[config.mk]
export PLATFORM = sky130hd
export DESIGN_NAME = booth_radix4_multiplier
export DESIGN_NICKNAME = d
export VERILOG_FILES = /design/src/rtl/booth_radix4_multiplier_pkg.sv /design/src/rtl/booth_radix4_encoder.sv /design/src/rtl/booth_radix4_multiplier.sv
export SDC_FILE = /design/constraint.sdc
export NUM_CORES = 1
export LEC_CHECK = 0
export CAP_MARGIN = 20
export CORE_MARGIN = 4
export CORE_UTILIZATION = 55
export CTS_BUF_LIST = sky130_fd_sc_hd__clkbuf_8
export CTS_CLUSTER_SIZE = 24
export DETAILED_ROUTE_END_ITERATION = 16
export GPL_TIMING_DRIVEN = 1
export PLACE_DENSITY_LB_ADDON = 0.25
export SLEW_MARGIN = 40
export SYNTH_ARGS = -nofsm -noshare
export SYNTH_HDL_FRONTEND = slang
export SYNTH_HIERARCHICAL = 1
export SYNTH_SLANG_ARGS = --single-unit
[constraint.sdc]
create_clock -name CLK -period 23.3 [get_ports CLK]
set_input_delay 6.99 -clock CLK [delete_from_list [all_inputs] [get_ports CLK]]
set_output_delay 6.99 -clock CLK [all_outputs]
set_load 0.03 [all_outputs]
[src/rtl/booth_radix4_multiplier_pkg.sv]
`default_nettype none
// ============================================================================
// Module   : booth_pkg
// Purpose  : Shared definitions for the radix-4 Booth multiplier:
//            FSM state encoding, Booth digit encoding and the helper that
//            derives the radix-4 digit count from the operand width.
// Ports    : none (package)
// Revision : 1.0 - initial release
// ============================================================================
package booth_pkg;

  // FSM states. Encoding 2'd3 is never entered and recovers to IDLE.
  typedef enum logic [1:0] {
    IDLE = 2'd0,
    BUSY = 2'd1,
    DONE = 2'd2
  } state_t;

  // Booth radix-4 digit values.
  typedef enum logic [2:0] {
    ZERO = 3'd0,
    POS1 = 3'd1,
    POS2 = 3'd2,
    NEG1 = 3'd3,
    NEG2 = 3'd4
  } digit_t;

  // The multiplier is extended by two bits before recoding, so an N-bit
  // operand yields N/2+1 radix-4 digits.
  function automatic int calc_iters(input int input_bits);
    return input_bits / 2 + 1;
  endfunction

endpackage
`default_nettype wire

[src/rtl/booth_radix4_encoder.sv]
`default_nettype none
// ============================================================================
// Module   : booth_radix4_encoder
// Purpose  : Combinational radix-4 Booth recoder. Maps the triplet
//            {m[i+1], m[i], m[i-1]} to a digit in {0, +1, +2, -1, -2}.
// Ports    : triplet - 3-bit window of the multiplier (guard in bit 0)
//            digit   - decoded Booth digit
//            sel_2x  - magnitude is 2 (use multiplicand shifted left by 1)
//            negate  - digit is negative (subtract the partial product)
// Revision : 1.0 - initial release
// ============================================================================
module booth_radix4_encoder
  import booth_pkg::*;
(
  input  logic [2:0] triplet,
  output digit_t     digit,
  output logic       sel_2x,
  output logic       negate
);

  always_comb begin
    digit  = ZERO;
    sel_2x = 1'b0;
    negate = 1'b0;
    case (triplet)
      3'b001, 3'b010: digit = POS1;
      3'b011: begin
        digit  = POS2;
        sel_2x = 1'b1;
      end
      3'b100: begin
        digit  = NEG2;
        sel_2x = 1'b1;
        negate = 1'b1;
      end
      3'b101, 3'b110: begin
        digit  = NEG1;
        negate = 1'b1;
      end
      default: digit = ZERO;
    endcase
  end

endmodule
`default_nettype wire

[src/rtl/booth_radix4_multiplier.sv]
`default_nettype none
// ============================================================================
// Module   : booth_radix4_multiplier
// Purpose  : Iterative radix-4 Booth multiplier, two multiplier bits retired
//            per cycle, per-transaction signed/unsigned mode, valid/ready
//            handshakes on input and output with output hold.
//            Optional macro BOOTH_EARLY_TERMINATION_EN: finish as soon as all
//            remaining Booth digits are zero (data-dependent latency,
//            bit-identical products).
// Ports    : CLK, RST          - clock, synchronous active-high reset
//            IN_VALID/IN_READY - operand handshake (MUL_1, MUL_2, SIGNED_MODE)
//            OUT_VALID/OUT_READY - product handshake (MUL_OUT)
//            STATE             - current FSM state for observability
// Revision : 1.0 - initial release
// ============================================================================
module booth_radix4_multiplier
  import booth_pkg::*;
#(
  parameter int INPUT_BITS = 32
) (
  input  logic                      CLK,
  input  logic                      RST,
  input  logic                      IN_VALID,
  output logic                      IN_READY,
  input  logic [INPUT_BITS-1:0]     MUL_1,
  input  logic [INPUT_BITS-1:0]     MUL_2,
  input  logic                      SIGNED_MODE,
  output logic                      OUT_VALID,
  input  logic                      OUT_READY,
  output logic [2*INPUT_BITS-1:0]   MUL_OUT,
  output logic [1:0]                STATE
);

  localparam int OUTPUT_BITS = 2 * INPUT_BITS;
  localparam int ITERS       = calc_iters(INPUT_BITS);
  localparam int EXT_BITS    = INPUT_BITS + 2;
  localparam int CNT_W       = $clog2(ITERS + 1);
  localparam logic [CNT_W-1:0] LAST_ITER = CNT_W'(ITERS - 1);

  state_t                 state_q, state_d;
  logic [OUTPUT_BITS-1:0] mcand_q;
  logic [OUTPUT_BITS-1:0] acc_q;
  logic [OUTPUT_BITS-1:0] mul_out_q;
  logic [EXT_BITS-1:0]    mplier_q;
  logic                   guard_q;
  logic [CNT_W-1:0]       cnt_q;

  logic                   accept;
  logic                   last_iter;
  logic                   ext_1;
  logic                   ext_2;
  digit_t                 digit;
  logic                   sel_2x;
  logic                   negate;
  logic [OUTPUT_BITS-1:0] pp_mag;
  logic [OUTPUT_BITS-1:0] acc_next;

  booth_radix4_encoder u_encoder (
    .triplet ({mplier_q[1:0], guard_q}),
    .digit   (digit),
    .sel_2x  (sel_2x),
    .negate  (negate)
  );

  // Partial-product select and add/subtract; wraps modulo 2^OUTPUT_BITS.
  always_comb begin
    pp_mag = sel_2x ? {mcand_q[OUTPUT_BITS-2:0], 1'b0} : mcand_q;
    if (digit == ZERO) begin
      pp_mag = '0;
    end
    acc_next = negate ? (acc_q - pp_mag) : (acc_q + pp_mag);
  end

`ifdef BOOTH_EARLY_TERMINATION_EN
  // After this step the multiplier shifts arithmetically and the new guard is
  // m[1]; if m[EXT_BITS-1:1] is uniform, every later triplet is 000 or 111.
  logic zero_tail;
  assign zero_tail = (mplier_q[EXT_BITS-1:1] == '0) || (mplier_q[EXT_BITS-1:1] == '1);
  assign last_iter = (cnt_q == LAST_ITER) || zero_tail;
`else
  assign last_iter = (cnt_q == LAST_ITER);
`endif

  assign accept = IN_VALID && (state_q == IDLE);
  assign ext_1  = SIGNED_MODE & MUL_1[INPUT_BITS-1];
  assign ext_2  = SIGNED_MODE & MUL_2[INPUT_BITS-1];

  // FSM state register
  always_ff @(posedge CLK) begin
    if (RST) begin
      state_q <= IDLE;
    end else begin
      state_q <= state_d;
    end
  end

  // FSM next-state and handshake outputs
  always_comb begin
    state_d   = state_q;
    IN_READY  = 1'b0;
    OUT_VALID = 1'b0;
    case (state_q)
      IDLE: begin
        IN_READY = 1'b1;
        if (IN_VALID) begin
          state_d = BUSY;
        end
      end
      BUSY: begin
        if (last_iter) begin
          state_d = DONE;
        end
      end
      DONE: begin
        OUT_VALID = 1'b1;
        if (OUT_READY) begin
          state_d = IDLE;
        end
      end
      default: state_d = IDLE;
    endcase
  end

  // Datapath
  always_ff @(posedge CLK) begin
    if (RST) begin
      mcand_q   <= '0;
      mplier_q  <= '0;
      guard_q   <= 1'b0;
      acc_q     <= '0;
      cnt_q     <= '0;
      mul_out_q <= '0;
    end else if (accept) begin
      mcand_q  <= {{INPUT_BITS{ext_1}}, MUL_1};
      mplier_q <= {{2{ext_2}}, MUL_2};
      guard_q  <= 1'b0;
      acc_q    <= '0;
      cnt_q    <= '0;
    end else if (state_q == BUSY) begin
      acc_q    <= acc_next;
      mcand_q  <= mcand_q << 2;
      mplier_q <= {{2{mplier_q[EXT_BITS-1]}}, mplier_q[EXT_BITS-1:2]};
      guard_q  <= mplier_q[1];
      cnt_q    <= cnt_q + CNT_W'(1);
      if (last_iter) begin
        mul_out_q <= acc_next;
      end
    end
  end

  assign MUL_OUT = mul_out_q;
  assign STATE   = state_q;

endmodule
`default_nettype wire
==> results.tsv, run 1 <==
metric	value	unit
critPathSlowestCell	clkdlybuf4s50_1	
fin_ws	14.22	ns
yosysWarnings	6	
cts_made_buffers	41	
cp_top_family	buffers and inverters	
num_antenna_cells	0	
hold_end	MUL_OUT[52]	
synth_top_flop_cell	dfxtp_1	
die_h	175	um
required	16.31	ns
synth_seq_cells	234	
rsz0062_at_grt	false	
drt-total-wl	45300	um
gp_congestion	0.964	
drtAntennaViolNets	0	
drcViolationCount	0	
layout.nets	2317	
antenna_found_initial	0	
path_buf_inv	1	
ys_seq_area_frac	0.306	
period_share	0.390	
p_total	1.60	mW
ctsHoldBuffers	0	
syn-cell-area	0.0153	sq mm
critPathMaxFanout	7	
finalHoldViolations	0	
die_area	0.0305	sq mm
p_leak	6.58	nW
final_cell_mix	385 x nand2_1, 353 x a21oi_1, 234 x dfxtp_1	
fin_skew	0.0234	ns
finalSetupTns	0	ns
syn_nets	2274	
synthArstFlopShare	0	
final_area	0.0175	sq mm
place_area	0.0167	sq mm
synth_cells	2138	
worst_setup_path_end_kind	output pin	
grt_max_degree	110	
reg2regPathDepth	24	
io_buffer_count	136	
clock_path_buffers	3	
synth_edf_count	0	
core.rowCount	60	
crit_arrival	2.09	ns
layout_commonest_cell	nand2_1	
relSlewSlack	0.406	
avgSynthCellArea	7.15	sq um
cts_resized	0	
worstSetupStartpointType	flip-flop	
cts_tree	yes	
drive_above_1_share	0.0507	
h-tree-depth	2	
power_density	91.5	mW/mm^2
drt_iter0_drc	1625	
period_minus_slack	9.08	ns
clockRootBuffer	clkbuf_8	
regToRegSetupSlack	14.83	ns
clk_latency	0.56	ns
finalHoldWorstSlack	0.449	ns
rr_startpoint	mplier_q[1]	
worstSetupPathType	reg -> out	
maxCapViolations	0	
hpwl	32600	um
status	finished clean	
tightest_slew	0.884	ns
hold_depth	2	
grt-ovfl-total	0	
dp_slack	13.85	ns
initial_core_util	0.563	
drv_slew	0	
grt_pass1_vias	14100	
wl_per_cell	17.6	um
die_w	175	um
area_delta_synth_final	14.7	%
stdcell_count	2580	
grtUsageTotal	0.283	
yosysUniqueCellTypes	77	
core_region_area	0.0272	sq mm
clock_sinks	234	
min_from	MUL_OUT[52]	
max_freq	110	MHz
ios	137	
reg2reg_to	MUL_OUT[62]	
cp_slowest_stage_delay	0.88	ns
finalSetupViolCount	0	
hold_class	reg -> reg	
dp.cells	2510	
final_util	0.645	
grt_first_pass_wirelength	72800	um
vias	15600	
post_cts_buffers	0	
crit_chain	clkdlybuf4s50_1	
irDropWorstVdd	0.0000493	V
drt_pass1_iterations	6	
post_drt_via_cell_ratio	6.04	
clk_pin_slew	0.06	ns
## area by class of cell
class / instances / area, sq um
clock buffers: 54 / 743
clock inverters: 16 / 93.8
fillers: 2515 / 9640
inverters: 31 / 116
multi-input cells: 1721 / 9950
flip-flops and latches: 234 / 4680
well taps: 372 / 465
repair buffers: 152 / 1490
## Yosys cell counts, types with 5 or more instances
library cell / number / area (sq um)
nand2_1: 388 / 1460
a21oi_1: 353 / 1770
dfxtp_1: 234 / 4680
nor2_1: 183 / 687
clkbuf_1: 119 / 447
o21ai_0: 96 / 480
xnor2_1: 70 / 613
nor3_1: 69 / 345
ha_1: 66 / 826
a22oi_1: 64 / 480
nand3_1: 50 / 250
a21o_1: 36 / 270
a31oi_1: 30 / 188
inv_1: 30 / 113
nor2b_1: 30 / 188
xor2_1: 29 / 254
buf_1: 26 / 97.6
nand4_1: 26 / 163
a211oi_1: 22 / 165
mux2i_1: 19 / 190
o21bai_1: 14 / 105
and3_1: 12 / 75.1
o21a_1: 12 / 90.1
a21boi_0: 9 / 67.6
and2_1: 9 / 56.3
nand3b_1: 9 / 67.6
nor4b_1: 8 / 70.1
mux2_2: 7 / 78.8
o22a_1: 7 / 61.3
nand2b_1: 6 / 37.5
nor3b_1: 6 / 45.0
a211o_1: 5 / 43.8
nor4_1: 5 / 31.3
or4_1: 5 / 37.5
## layer usage
layer,vias up,part of all wire,global-route usage
met5,-,0,0
met1,7236,0.47,0.417
met4,0,0.024,0.0779
li1,7681,-,-
met2,606,0.42,0.420
met3,71,0.092,0.0593
## report_power, final
group / internal [mW] / leakage (nW) / total [mW] / switching [mW]
sequential: 0.430 / 1.91 / 0.458 / 0.0275
clock: 0.217 / 0.473 / 0.388 / 0.172
combinational: 0.268 / 4.20 / 0.759 / 0.490
total: 0.915 / 6.58 / 1.60 / 0.689
## sequential cells by signal (all words and copies together) (netlist names)
name / cells
acc_q: 64
STATE: 2
cnt_q: 5
mcand_q: 64
guard_q: 1
MUL_OUT: 64
mplier_q: 34
## cells by family (layout without fill, tap and decap cells)
family | Yosys count | in the layout | synth area share
flops | 234 | 234 | 0.306
fa+ha+maj | 67 | 67 | 0.0553
simple gates | 830 | 830 | 0.244
mux | 26 | 26 | 0.0176
compound gates | 698 | 698 | 0.272
xor+xnor | 100 | 100 | 0.0578
buf+inv | 183 | 253 | 0.0467
## worst max-delay path by stage
stage | from | end | slack, ns | depth (start not counted)
after global routing | STATE[0] | IN_READY | 14.13 | 2
after global placement | IN_VALID | mcand_q[33] | 13.34 | 7
after floorplan | IN_VALID | acc_q[62] | 15.19 | 6
final | STATE[0] | STATE[0] | 14.22 | 1
after detailed placement | IN_VALID | mplier_q[13] | 13.85 | 7
after CTS | STATE[0] | IN_READY | 14.17 | 2
Note: power is estimated with default switching activity, not from simulation.
==> run 2, diff against run 1 <==
==> constraint.sdc (replaced) <==
create_clock -name CLK -period 8.85 [get_ports CLK]
set_input_delay 2.655 -clock CLK [delete_from_list [all_inputs] [get_ports CLK]]
set_output_delay 2.655 -clock CLK [all_outputs]
set_load 0.03 [all_outputs]
==> run 2 against run 1 <==
  * Sequential power grew to 2.6 times the previous value
  * First-iteration DRC count is 1.1% higher
  * Highest routed layer is now met5
  * Worst hold slack improved by 0.0020 ns
  * Combinational power increased to 2.6 times the previous value
  * Largest power group unchanged
  * Cell area shrank 0.44%
  * Critical path depth increased by 21
  * Sequential cell count is the same
  * Register-to-register slack worse by 14 ns
  * Clock skew up 0.017 ns
  * Worst setup slack lost 13 ns
  * Global-route usage increased by 1.1 points
==> results.tsv, run 2 (synthesized netlist as in run 1, its figures left out) <==
metric	value	unit	change
critPathSlowestCell	o41ai_1		
clockRootBuffer	clkbuf_8		
max_freq	130	MHz	
ctsHoldBuffers	0		unchanged
die_area	0.0305	sq mm	unchanged
gp_congestion	1.01		+4.6%
layout_commonest_cell	nand2_1		
power_density	238	mW/mm^2	+160%
irDropWorstVdd	0.000132	V	+170%
path_buf_inv	0		-1
register_area	0.00468	sq mm	unchanged
die_w	175	um	unchanged
cts_made_buffers	40		-2.4%
h-tree-depth	2		unchanged
switching_share	0.435		+0.00571
crit_arrival	8.14	ns	+6.05 ns
grt-ovfl-total	0		unchanged
grt_pass1_vias	14200		+0.77%
p_total	4.15	mW	+160%
status	finished clean		
clk_latency	0.54	ns	-0.02 ns
area_delta_synth_final	14.2	%	
grt_max_degree	107		-2.7%
fin_ws	1.14	ns	-13.08 ns
maxCapViolations	0		unchanged
layout.nets	2319		+0.086%
drcViolationCount	0		unchanged
cpMostUsedCell	o21ai_0		
combinationalPowerShare	0.483		+0.010
tightest_slew	0.876	ns	-0.00849 ns
p_int	2.34	mW	+160%
core.rowCount	60		unchanged
num_antenna_cells	0		unchanged
cp_slowest_stage_delay	0.73	ns	-0.15 ns
clockPowerShare	0.226		-0.016
fin_skew	0.0400	ns	+0.0167 ns
period_share	0.871		
post_drt_via_cell_ratio	6.05		about the same
rsz0062_at_grt	false		
clock_path_buffers	3		unchanged
io_buffer_count	136		unchanged
power.switching	1.81	mW	+160%
p_leak	6.56	nW	-0.41%
multiInputGateArea	0.00994	sq mm	about the same
cp_top_family	compound AO/OA/AOI/OAI gates		
drt_iter0_drc	1643		+1.1%
worstSetupPathType	reg -> reg		
drv_slew	0		unchanged
finalHoldViolations	0		unchanged
ios	137		unchanged
finalSetupTns	0	ns	unchanged
required	9.28	ns	-7.03 ns
num-fill-cells	2494		-0.83%
dp_slack	1.44	ns	-12.41 ns
crit_chain	nor3b_1, or2_4, mux2_2, nand2_1, ha_1, nor3b_1, o2111a_1, nand4_1, or4_4, nand2_1, nand3_1, o21ai_0, ha_1, a21oi_1, o21ai_0, o41ai_1, o21ai_0, a31o_2, a21oi_1, o21ai_0, nor4b_1, a311o_1		
finalSetupViolCount	0		unchanged
final_cell_mix	386 x nand2_1, 353 x a21oi_1, 234 x dfxtp_1		
initial_core_util	0.563		unchanged
post_cts_buffers	0		unchanged
die_h	175	um	unchanged
drtAntennaViolNets	0		unchanged
vias	15600		-0.077%
core_region_area	0.0272	sq mm	unchanged
clock_sinks	234		unchanged
cts_tree	yes		
clk_pin_slew	0.06	ns	about the same
drt-total-wl	46900	um	+3.5%
final_util	0.642		-0.00281
worstSetupStartpointType	flip-flop		
seqPwrFrac	0.290		+0.005
period_minus_slack	7.71	ns	
relSlewSlack	0.409		+0.00256
wl_per_cell	18.2	um	+3.6%
grt_first_pass_wirelength	74900	um	+2.8%
hold_class	reg -> reg		
critPathMaxFanout	57		+50
grtUsageTotal	0.294		+0.0108
antenna_found_initial	1		+1
hpwl	33700	um	+3.2%
worst_setup_path_end_kind	flip-flop		
cts_resized	0		unchanged
drive_above_1_share	0.0485		-0.00220
drt_pass1_iterations	6		unchanged
## run 2: metal layers
layer  wire length, um  global-route usage  vias up
met5                13                   0        -
met4              1170              0.0861        2
met3              4690              0.0788       77
met2             19500               0.432      613
met1             21500               0.423     7213
li1                  -                   -     7677
## run 2: final cells by class
cell class,instances,area share
multi-input combinational,1721,0.570
clock buffer,47,0.0370
tap,372,0.0267
inverter,31,0.00666
timing repair buffer,155,0.0864
sequential,234,0.268
clock inverter,17,0.00537
## run 2: metrics by stage
step | hold slack (ns) | instance area [sq um] | instances
3_3_place_gp | 0.442 | 16700 | 2513
4_1_cts | 0.453 | 17500 | 2577
3_5_place_dp | 0.445 | 16700 | 2513
6_report | 0.451 | 17500 | 2577
5_1_grt | 0.470 | 17500 | 2577
2_1_floorplan | 0.436 | 15300 | 2138
## run 2: worst reg2reg max path, stage by stage, from the launching register on
cell and delay [ns]:
dfxtp_1 0.40, nor3b_1 0.40, or2_4 0.61, mux2_2 0.44, nand2_1 0.07, ha_1 0.19
nor3b_1 0.46, o2111a_1 0.43, nand4_1 0.27, or4_4 0.50, nand2_1 0.19, nand3_1 0.09
o21ai_0 0.12, ha_1 0.37, a21oi_1 0.25, o21ai_0 0.13, o41ai_1 0.73, o21ai_0 0.42
a31o_2 0.38, a21oi_1 0.34, o21ai_0 0.28, nor4b_1 0.21, a311o_1 0.34
## run 2: path summary, 6_finish.rpt
kind	from	to	slack, ns	cells after the start
min	MUL_OUT[34]	MUL_OUT[34]	0.45	2
min reg2reg	MUL_OUT[34]	MUL_OUT[34]	0.45	2
max reg2reg	mplier_q[1]	acc_q[55]	1.14	22
max	mplier_q[1]	acc_q[55]	1.14	22
## run 2: power groups by stage
stage                     Sequential, mW  Clock, mW  Combinational [mW]
after detailed placement            1.23          0                1.94
after floorplan                     1.20          0                1.45
after CTS                           1.20      0.957                1.95
final                               1.21      0.939                2.01
after global placement              1.22          0                1.92
after global routing                1.21       1.01                2.19
==> run 3, diff against run 2 <==
--- a/config.mk
+++ b/config.mk
@@ -6,8 +6,7 @@
 export NUM_CORES = 1
 export LEC_CHECK = 0
 export CAP_MARGIN = 20
-export CORE_MARGIN = 4
-export CORE_UTILIZATION = 55
+export CORE_UTILIZATION = 25
 export CTS_BUF_LIST = sky130_fd_sc_hd__clkbuf_8
 export CTS_CLUSTER_SIZE = 24
 export DETAILED_ROUTE_END_ITERATION = 16
==> constraint.sdc (replaced) <==
create_clock -name CLK -period 7.94 [get_ports CLK]
set_input_delay 2.382 -clock CLK [delete_from_list [all_inputs] [get_ports CLK]]
set_output_delay 2.382 -clock CLK [all_outputs]
set_load 0.03 [all_outputs]
==> run 3 against run 2 <==
  * Global-route usage fell by 13 points
  * First-iteration DRC count decreased by 37%
  * Combinational power is 13% higher
  * Worst setup slack worse by 0.54 ns
  * Critical path depth stayed put
  * Sequential power increased by 12%
  * Power rose by 18%
  * Clock skew decreased by 0.00075 ns
  * Wire length up 11%
  * Die area rose by 100%
  * Sequential cell count stayed put
  * Critical endpoint unchanged
==> results.tsv, run 3 (synthesized netlist as in run 1, its figures left out) <==
metric	value	unit	change
clock_sinks	234		unchanged
max_freq	136	MHz	+5.1%
tightest_slew	0.822	ns	-0.0539 ns
required	8.44	ns	-0.84 ns
fin_ws	0.606	ns	-0.538 ns
finalHoldViolations	0		unchanged
rsz0062_at_grt	false		
cpMostUsedCell	o21ai_0		
clk_pin_slew	0.06	ns	about the same
io_buffer_count	136		unchanged
ctsHoldBuffers	0		unchanged
core.rowCount	90		+50%
h-tree-depth	2		unchanged
post_drt_via_cell_ratio	5.14		-15%
cts_made_buffers	46		+15%
p_leak	6.69	nW	+2.1%
gp_congestion	0.908		-9.9%
layout.nets	2324		+0.22%
fin_skew	0.0393	ns	-0.000750 ns
post_cts_buffers	0		unchanged
cts_tree	yes		
stdcell_count	3004		+17%
finalSetupTns	0	ns	unchanged
cp_top_family	compound AO/OA/AOI/OAI gates		
ios	137		unchanged
power_density	270	mW/mm^2	+13%
critPathMaxFanout	25		-56%
regToRegSetupSlack	0.61	ns	-0.54 ns
drt-total-wl	52300	um	+11%
drive_above_1_share	0.0536		+0.00505
wl_per_cell	17.4	um	-4.4%
clk_latency	0.62	ns	+0.08 ns
period_minus_slack	7.33	ns	-0.372 ns
rr_startpoint	mplier_q[1]		
dp.cells	2921		+16%
finalSetupViolCount	0		unchanged
crit_arrival	7.84	ns	-0.30 ns
hold_class	reg -> reg		
status	finished clean		
drt_pass1_iterations	5		-1
maxCapViolations	0		unchanged
grt-ovfl-total	0		unchanged
reg2regPathDepth	22		unchanged
drcViolationCount	0		unchanged
cts_resized	0		unchanged
die_area	0.0622	sq mm	+100%
die_w	249	um	+43%
num-fill-cells	6545		+160%
min_from	MUL_OUT[37]		
hpwl	38300	um	+14%
cp_slowest_stage_delay	0.55	ns	-0.18 ns
clock_path_buffers	3		unchanged
period_share	0.924		+0.0529
relSlewSlack	0.452		+0.0436
worst_setup_path_end_kind	flip-flop		
core_region_area	0.0604	sq mm	+120%
grt_first_pass_wirelength	81700	um	+9.2%
grt_max_degree	98		-8.4%
die_h	249	um	+43%
initial_core_util	0.253		-0.309
grt_pass1_vias	14200		-0.13%
drtAntennaViolNets	0		unchanged
vias	15500		-0.83%
drt_iter0_drc	1040		-37%
final_cell_mix	385 x nand2_1, 353 x a21oi_1, 234 x dfxtp_1		
area_delta_synth_final	19.2	%	
hold_end	MUL_OUT[37]		
path_buf_inv	0		unchanged
crit_chain	nor3b_1, or2_4, mux2_2, nand2_1, ha_1, nor3b_1, o2111a_1, nand4_1, or4_4, nand2_1, nand3_1, o21ai_0, ha_1, a21oi_1, o21ai_0, o41ai_1, o21ai_0, a31o_2, a21oi_1, o21ai_0, nor4b_1, a311o_1		
register_area	0.00468	sq mm	unchanged
reg2reg_to	acc_q[55]		
clockRootBuffer	clkbuf_8		
multiInputGateArea	0.00996	sq mm	+0.11%
critPathSlowestCell	o41ai_1		
layout_commonest_cell	nand2_1		
drv_slew	0		unchanged
hold_depth	2		unchanged
dp_slack	0.683	ns	-0.753 ns
grtUsageTotal	0.164		-0.130
worstSetupStartpointType	flip-flop		
irDropWorstVdd	0.000120	V	-9.0%
antenna_found_initial	7		+6
worstSetupPathType	reg -> reg		
==> run 3: worst max path at each step <==
| stage | from | to | slack (ns) | cells past startpoint |
|---|---|---|---|---|
| final | mplier_q[1] | acc_q[55] | 0.61 | 22 |
| after global routing | mplier_q[1] | acc_q[55] | 0.13 | 22 |
| after CTS | mplier_q[1] | acc_q[55] | 0.66 | 22 |
| after detailed placement | mplier_q[1] | acc_q[55] | 0.68 | 22 |
| after global placement | mplier_q[1] | acc_q[55] | 0.99 | 22 |
| after floorplan | mplier_q[1] | MUL_OUT[60] | 0.50 | 32 |
==> run 3: final cells by class <==
class                           instances  share of cell area
Inverter                               31             0.00638
Antenna cell                            1            0.000137
Timing Repair Buffer                  154              0.0833
Multi-Input combinational cell       1721               0.546
Sequential cell                       234               0.257
Clock inverter                         26              0.0117
Tap cell                              782              0.0537
Clock buffer                           55              0.0415
==> run 3: stage by stage <==
| step | hold slack [ns] | cell area (sq um) | power (mW) | util |
|---|---|---|---|---|
| 2_1_floorplan | 0.436 | 15300 | 2.95 | - |
| 3_3_place_gp | 0.444 | 17200 | 3.62 | 0.285 |
| 3_5_place_dp | 0.446 | 17200 | 3.61 | 0.285 |
| 4_1_cts | 0.453 | 18200 | 4.96 | 0.301 |
| 5_1_grt | 0.473 | 18200 | 5.27 | 0.302 |
| 6_report | 0.451 | 18200 | 4.92 | 0.302 |
==> run 3: where the power goes <==
group	leakage [nW]	internal, mW	total, mW	switching (mW)
clock network	0.560	0.754	1.30	0.550
registers	1.91	1.26	1.35	0.0822
logic	4.22	0.790	2.27	1.48
total	6.69	2.81	4.92	2.11
==> run 3: routing by layer <==
| metal | wire length [um] | part of all wire | track usage |
|---|---|---|---|
| met3 | 3350 | 0.064 | 0.0383 |
| met5 | 77 | 0.0015 | 0 |
| met2 | 22700 | 0.43 | 0.251 |
| met4 | 1170 | 0.022 | 0.0444 |
| met1 | 25100 | 0.48 | 0.228 |
==> run 3: worst reg2reg max path, cell delays in order (launching register included) <==
cell and delay [ns]:
dfxtp_1 0.40, nor3b_1 0.38, or2_4 0.40, mux2_2 0.40, nand2_1 0.08, ha_1 0.18, nor3b_1 0.47, o2111a_1 0.45
nand4_1 0.32, or4_4 0.53, nand2_1 0.20, nand3_1 0.09, o21ai_0 0.10, ha_1 0.34, a21oi_1 0.29, o21ai_0 0.15
o41ai_1 0.55, o21ai_0 0.42, a31o_2 0.39, a21oi_1 0.28, o21ai_0 0.25, nor4b_1 0.21, a311o_1 0.35
